<file path="config.mk">
export PLATFORM = sky130hd
export DESIGN_NAME = mux4_rr_arb_flat
export DESIGN_NICKNAME = d
export VERILOG_FILES = /design/src/rtl/mux4_rr_arb_if.sv /design/src/rtl/mux4_rr_arb.sv /design/src/flat_wrapper.sv
export SDC_FILE = /design/constraint.sdc
export NUM_CORES = 1
export LEC_CHECK = 0
export BUFFER_PORTS_ARGS = -buffer_cell sky130_fd_sc_hd__buf_4
export CORE_MARGIN = 5
export CORE_UTILIZATION = 38
export DETAILED_ROUTE_END_ITERATION = 7
export PLACE_DENSITY_LB_ADDON = 0.15
export REMOVE_ABC_BUFFERS = 1
export SLEW_MARGIN = 20
export SYNTH_ARGS = -nofsm -noshare
export SYNTH_HDL_FRONTEND = slang
export SYNTH_SLANG_ARGS = --single-unit
</file>
<file path="constraint.sdc">
create_clock -name clk -period 1.6 [get_ports clk]
set_clock_uncertainty 0.15 [all_clocks]
set_input_delay 0.32 -clock clk [delete_from_list [all_inputs] [get_ports clk]]
set_output_delay 0.32 -clock clk [all_outputs]
set_load 0.005 [all_outputs]
</file>
<file path="src/rtl/mux4_rr_arb_if.sv">
// mux4_rr_arb_if: requester/consumer bundle for the 4:1 round-robin arbiter.
// master = requester+consumer side, slave = arbiter side.
interface mux4_rr_arb_if #(
    parameter int unsigned WIDTH = 8
);
    logic [3:0]       req;
    logic [3:0]       lock;
    logic [WIDTH-1:0] d0;
    logic [WIDTH-1:0] d1;
    logic [WIDTH-1:0] d2;
    logic [WIDTH-1:0] d3;
    logic             out_ready;
    logic [3:0]       gnt;
    logic [1:0]       sel;
    logic             out_valid;
    logic [WIDTH-1:0] y;

    modport master (
        output req, lock, d0, d1, d2, d3, out_ready,
        input  gnt, sel, out_valid, y
    );

    modport slave (
        input  req, lock, d0, d1, d2, d3, out_ready,
        output gnt, sel, out_valid, y
    );
endinterface

</file>
<file path="src/rtl/mux4_rr_arb.sv">
// mux4_rr_arb: round-robin arbiter sharing one registered output word between
// four requesters, with a valid/ready handshake toward the consumer.
// Optional feature: define RR_LOCK_EN to let a locked winner keep the channel
// while it keeps requesting; without it the lock inputs are ignored.
module mux4_rr_arb #(
    parameter int unsigned WIDTH = 8
) (
    input logic          clk,
    input logic          reset_n,
    mux4_rr_arb_if.slave bus
);

    localparam int unsigned NREQ  = 4;
    localparam int unsigned IDX_W = 2;

    typedef enum logic {
        EMPTY = 1'b0,
        FULL  = 1'b1
    } state_e;

    state_e             state_q, state_d;
    logic [IDX_W-1:0]   last_q, last_d;
    logic [IDX_W-1:0]   sel_q, sel_d;
    logic [NREQ-1:0]    gnt_q, gnt_d;
    logic [WIDTH-1:0]   y_q, y_d;

    logic               out_valid;
    logic               cap;
    logic               found;
    logic [IDX_W-1:0]   idx;
    logic [IDX_W-1:0]   win;
    logic [WIDTH-1:0]   win_data;

    assign out_valid = (state_q == FULL);
    assign cap       = (|bus.req) && (!out_valid || bus.out_ready);

`ifndef RR_LOCK_EN
    // lock has no effect in the pure round-robin build
    logic unused_lock;
    assign unused_lock = ^bus.lock;
`endif

    // Winner: locked previous winner first (if enabled), else first requester after last
    always_comb begin
        found = 1'b0;
        win   = last_q;
        idx   = last_q;
`ifdef RR_LOCK_EN
        if (bus.lock[last_q] && bus.req[last_q]) begin
            found = 1'b1;
            win   = last_q;
        end
`endif
        for (int k = 1; k <= int'(NREQ); k++) begin
            idx = last_q + IDX_W'(k);
            if (!found && bus.req[idx]) begin
                found = 1'b1;
                win   = idx;
            end
        end
    end

    // Datapath select of the winning requester word
    always_comb begin
        unique case (win)
            2'd0:    win_data = bus.d0;
            2'd1:    win_data = bus.d1;
            2'd2:    win_data = bus.d2;
            default: win_data = bus.d3;
        endcase
    end

    // Next-state: FSM transitions, capture on cap, drop valid on a pure handshake
    always_comb begin
        state_d = state_q;
        last_d  = last_q;
        sel_d   = sel_q;
        y_d     = y_q;
        gnt_d   = '0;

        unique case (state_q)
            EMPTY: if (|bus.req) state_d = FULL;
            FULL:  if (bus.out_ready) state_d = cap ? FULL : EMPTY;
            default: state_d = EMPTY;
        endcase

        if (cap) begin
            y_d    = win_data;
            sel_d  = win;
            last_d = win;
            gnt_d  = NREQ'(1) << win;
        end
    end

    // State and output registers; last resets to 3 so requester 0 goes first
    always_ff @(posedge clk or negedge reset_n) begin
        if (!reset_n) begin
            state_q <= EMPTY;
            last_q  <= IDX_W'(3);
            sel_q   <= '0;
            gnt_q   <= '0;
            y_q     <= '0;
        end else begin
            state_q <= state_d;
            last_q  <= last_d;
            sel_q   <= sel_d;
            gnt_q   <= gnt_d;
            y_q     <= y_d;
        end
    end

    assign bus.gnt       = gnt_q;
    assign bus.sel       = sel_q;
    assign bus.out_valid = out_valid;
    assign bus.y         = y_q;

endmodule
</file>
<file path="src/flat_wrapper.sv">
// flat-port wrapper written by rule: the top's interface ports become plain ports
module mux4_rr_arb_flat 
#(
    parameter int unsigned WIDTH = 8
)
  (clk, reset_n, bus_req, bus_lock, bus_d0, bus_d1, bus_d2, bus_d3, bus_out_ready, bus_gnt, bus_sel, bus_out_valid, bus_y);
  mux4_rr_arb_if #(.WIDTH(WIDTH)) bus_i ();
  input logic clk;
  input logic reset_n;
  input wire logic [$bits(bus_i.req)-1:0] bus_req;
  input wire logic [$bits(bus_i.lock)-1:0] bus_lock;
  input wire logic [$bits(bus_i.d0)-1:0] bus_d0;
  input wire logic [$bits(bus_i.d1)-1:0] bus_d1;
  input wire logic [$bits(bus_i.d2)-1:0] bus_d2;
  input wire logic [$bits(bus_i.d3)-1:0] bus_d3;
  input wire logic [$bits(bus_i.out_ready)-1:0] bus_out_ready;
  output wire logic [$bits(bus_i.gnt)-1:0] bus_gnt;
  output wire logic [$bits(bus_i.sel)-1:0] bus_sel;
  output wire logic [$bits(bus_i.out_valid)-1:0] bus_out_valid;
  output wire logic [$bits(bus_i.y)-1:0] bus_y;
  assign bus_i.req = bus_req;
  assign bus_i.lock = bus_lock;
  assign bus_i.d0 = bus_d0;
  assign bus_i.d1 = bus_d1;
  assign bus_i.d2 = bus_d2;
  assign bus_i.d3 = bus_d3;
  assign bus_i.out_ready = bus_out_ready;
  assign bus_gnt = bus_i.gnt;
  assign bus_sel = bus_i.sel;
  assign bus_out_valid = bus_i.out_valid;
  assign bus_y = bus_i.y;
  mux4_rr_arb #(.WIDTH(WIDTH)) u_core (.clk(clk), .reset_n(reset_n), .bus(bus_i));
endmodule
</file>
==> results.json <==
{
  "status": "finished with violations",
  "violations": "setup timing",
  "ys_ff_latch": 17,
  "dp_slack_ps": -348,
  "fp.dieW_um": 60.8,
  "worstPathArrival_ps": 1780,
  "clkTransAtPathRegs_ps": 100,
  "avgSynthCellArea_sq_um": 10.6,
  "cts_tree": "built",
  "synth_compound_area_frac": 0.276,
  "yosysSeqAreaShare": 0.437,
  "power.leakage_nw": 0.736,
  "multi_input_area_sq_um": 554,
  "synthArstFlopShare": 1.00,
  "synth_edf_count": 0,
  "drt_pre_antenna_iters": 2,
  "synth-simple-area-share": 0.155,
  "nNetsFinal": 200,
  "drv_slew": 0,
  "clockBufferDepth": 2,
  "setup_viol": 12,
  "num_io_pins": 58,
  "synthXorXnorAreaFrac": 0,
  "start_util": 0.395,
  "drt_iter0_markers": 18,
  "whs_ps": 89.0,
  "syn_inst": 92,
  "seqCellArea_sq_um": 428,
  "ant_nets": 0,
  "synthMuxAreaShare": 0.0817,
  "synth-main-ff-cell": "dfrtp_1",
  "fmax_ghz": 0.565,
  "antennaDiodeCount": 0,
  "wire_per_inst_um": 15.0,
  "fin_ws_ps": -171,
  "grt_pass1_vias": 1043,
  "startpoint_type": "flip-flop",
  "gp_congestion": 0.765,
  "pwr_density_cell_nw_per_um2": 1120,
  "max-cap-violations": 0,
  "finalHoldViolCount": 0,
  "fin_crit_sh": 1.11,
  "tightestPinTransition_ps": 349,
  "layout-drive-gt1-share": 0.577,
  "rows": 18,
  "finalCriticalPeriod_ps": 1770,
  "synth_top_family_by_area": "compound AO/OA/AOI/OAI gates",
  "clock_latency_ps": 280,
  "remaining_drc_errors": 0,
  "nFillCells": 213,
  "numPortBuffers": 53,
  "cts-htree-levels": 1,
  "synthesis.area_sq_um": 980,
  "ys_types": 29,
  "path_max_fanout": 6,
  "die_h_um": 60.8,
  "grt_overflow": 0,
  "dpl.hpwl_um": 2050,
  "cts.sinks": 17,
  "crit_required_ps": 1610,
  "hold_path_class": "in2reg",
  "worstSetupEndpointType": "flip-flop",
  "layout_commonest_cell": "buf_4",
  "core_area_sq_um": 2480,
  "crit_type": "reg2reg",
  "rsz0062_at_grt": "true",
  "root_buffer": "clkbuf_4",
  "cts_inserted_buffers": 3,
  "routed_via_density": 5.26,
  "area_growth_pct": 60.5,
  "antenna_found_initial": 0,
  "synthAdderAreaFrac": 0,
  "routed_wirelength_um": 2790,
  "vdd_drop_max_mv": 0.675,
  "routed-via-count": 979,
  "grt_pass1_wl_um": 4500,
  "grtUsageTotal": 0.164,
  "synth_warnings": 0,
  "final_cell_mix": "61 x buf_4, 16 x nor2_1, 15 x dfrtp_1, 8 x o22ai_1",
  "grt_max_degree": 25,
  "die_area_sq_um": 3690,
  "relSlewSlack": 0.767
}
[cell type report]
class | instances | share of cell area
Multi-Input combinational cell | 67 | 0.352
Timing Repair Buffer | 65 | 0.328
Clock buffer | 4 | 0.0167
Inverter | 3 | 0.00716
Tap cell | 30 | 0.0239
Sequential cell | 17 | 0.272
[metal layers]
metal	vias to the layer above	global-route usage	wire length (um)	part of all wire
met3	2	0.0553	252	0.090
met2	33	0.287	1410	0.51
met5	-	0	0	0
met4	0	0.0588	16	0.0057
met1	468	0.186	1110	0.40
li1	476	-	-	-
[where the power goes]
part	internal, mW	switching, mW
Sequential	0.558	0.0787
Combinational	0.509	0.392
Clock	0.0967	0.126
Total	1.16	0.597
[worst max-delay path, cell delays in order, from the launching register on]
cell and delay (ps):
dfstp_2 570, nand2b_2 160, o21ai_1 110, a21oi_4 160, buf_6 160, mux2i_1 240, a221oi_2 90
[sequential cells by signal, summed over array words and instances (netlist names)]
name / flops
u_core.last_q: 2
u_core.bus.sel: 2
u_core.bus.out_valid: 1
u_core.bus.y: 8
u_core.bus.gnt: 4
[what timing repair did]
action / 4_1_cts / 5_1_grt
hold buffers: 1 / 0
hold endpoints to repair: 17 / 0
endpoints found under the setup margin: 15 / 13
setup buffers: 3 / 0
gates cloned: 1 / 0
gates resized for setup: 6 / 7
pin swaps: 12 / 1
[metrics by stage]
stage          instances   util  instance area [sq um]  TNS, ps  total power [mW]
6_report             186  0.635                   1570    -1320              1.76
5_1_grt              186  0.635                   1570    -2290              1.89
4_1_cts              186  0.619                   1530    -1330              1.74
3_5_place_dp         177  0.585                   1450    -2940              1.43
3_3_place_gp         177  0.585                   1450    -2550              1.41
2_1_floorplan         86      -                    941    -5360              1.03
[Yosys cell counts (2+ instances only)]
library cell   n  area share
o21ai_1        2       0.010
mux2i_1        8       0.082
dfrtp_1       15        0.38
o21ai_0        2       0.010
nor2_1        16       0.061
a21oi_4        2       0.033
a221oi_2       6       0.092
buf_4          2       0.015
nor2b_1        3       0.019
inv_1          3       0.011
a221oi_1       2       0.018
dfstp_2        2       0.054
nand2b_1       3       0.019
o22ai_1        8       0.051
a21oi_1        3       0.015
buf_1          2      0.0077
[cell families (layout without fill, tap and decap cells)]
kind of cell           after synthesis  in the layout
AOI/OAI and AO/OA                   30             31
buffers and inverters                9             72
DFF                                 17             17
muxes                                8              8
and+or+nand+nor                     28             28
[worst paths after layout]
| kind | from | end | slack [ps] | cells after the start |
|---|---|---|---|---|
| worst min register to register | u_core.bus.sel[0] | u_core.bus.sel[0] | 360 | 2 |
| worst min-delay path | bus_out_ready | u_core.bus.out_valid | 90 | 2 |
| worst max-delay path | u_core.last_q[0] | u_core.bus.y[2] | -170 | 6 |
| min in group asynchronous | reset_n | u_core.bus.gnt[1] | 280 | 2 |
| worst max register to register | u_core.last_q[0] | u_core.bus.y[2] | -170 | 6 |
| max in group asynchronous | reset_n | u_core.last_q[0] | 770 | 2 |
Power figures use the tool's default switching activity.
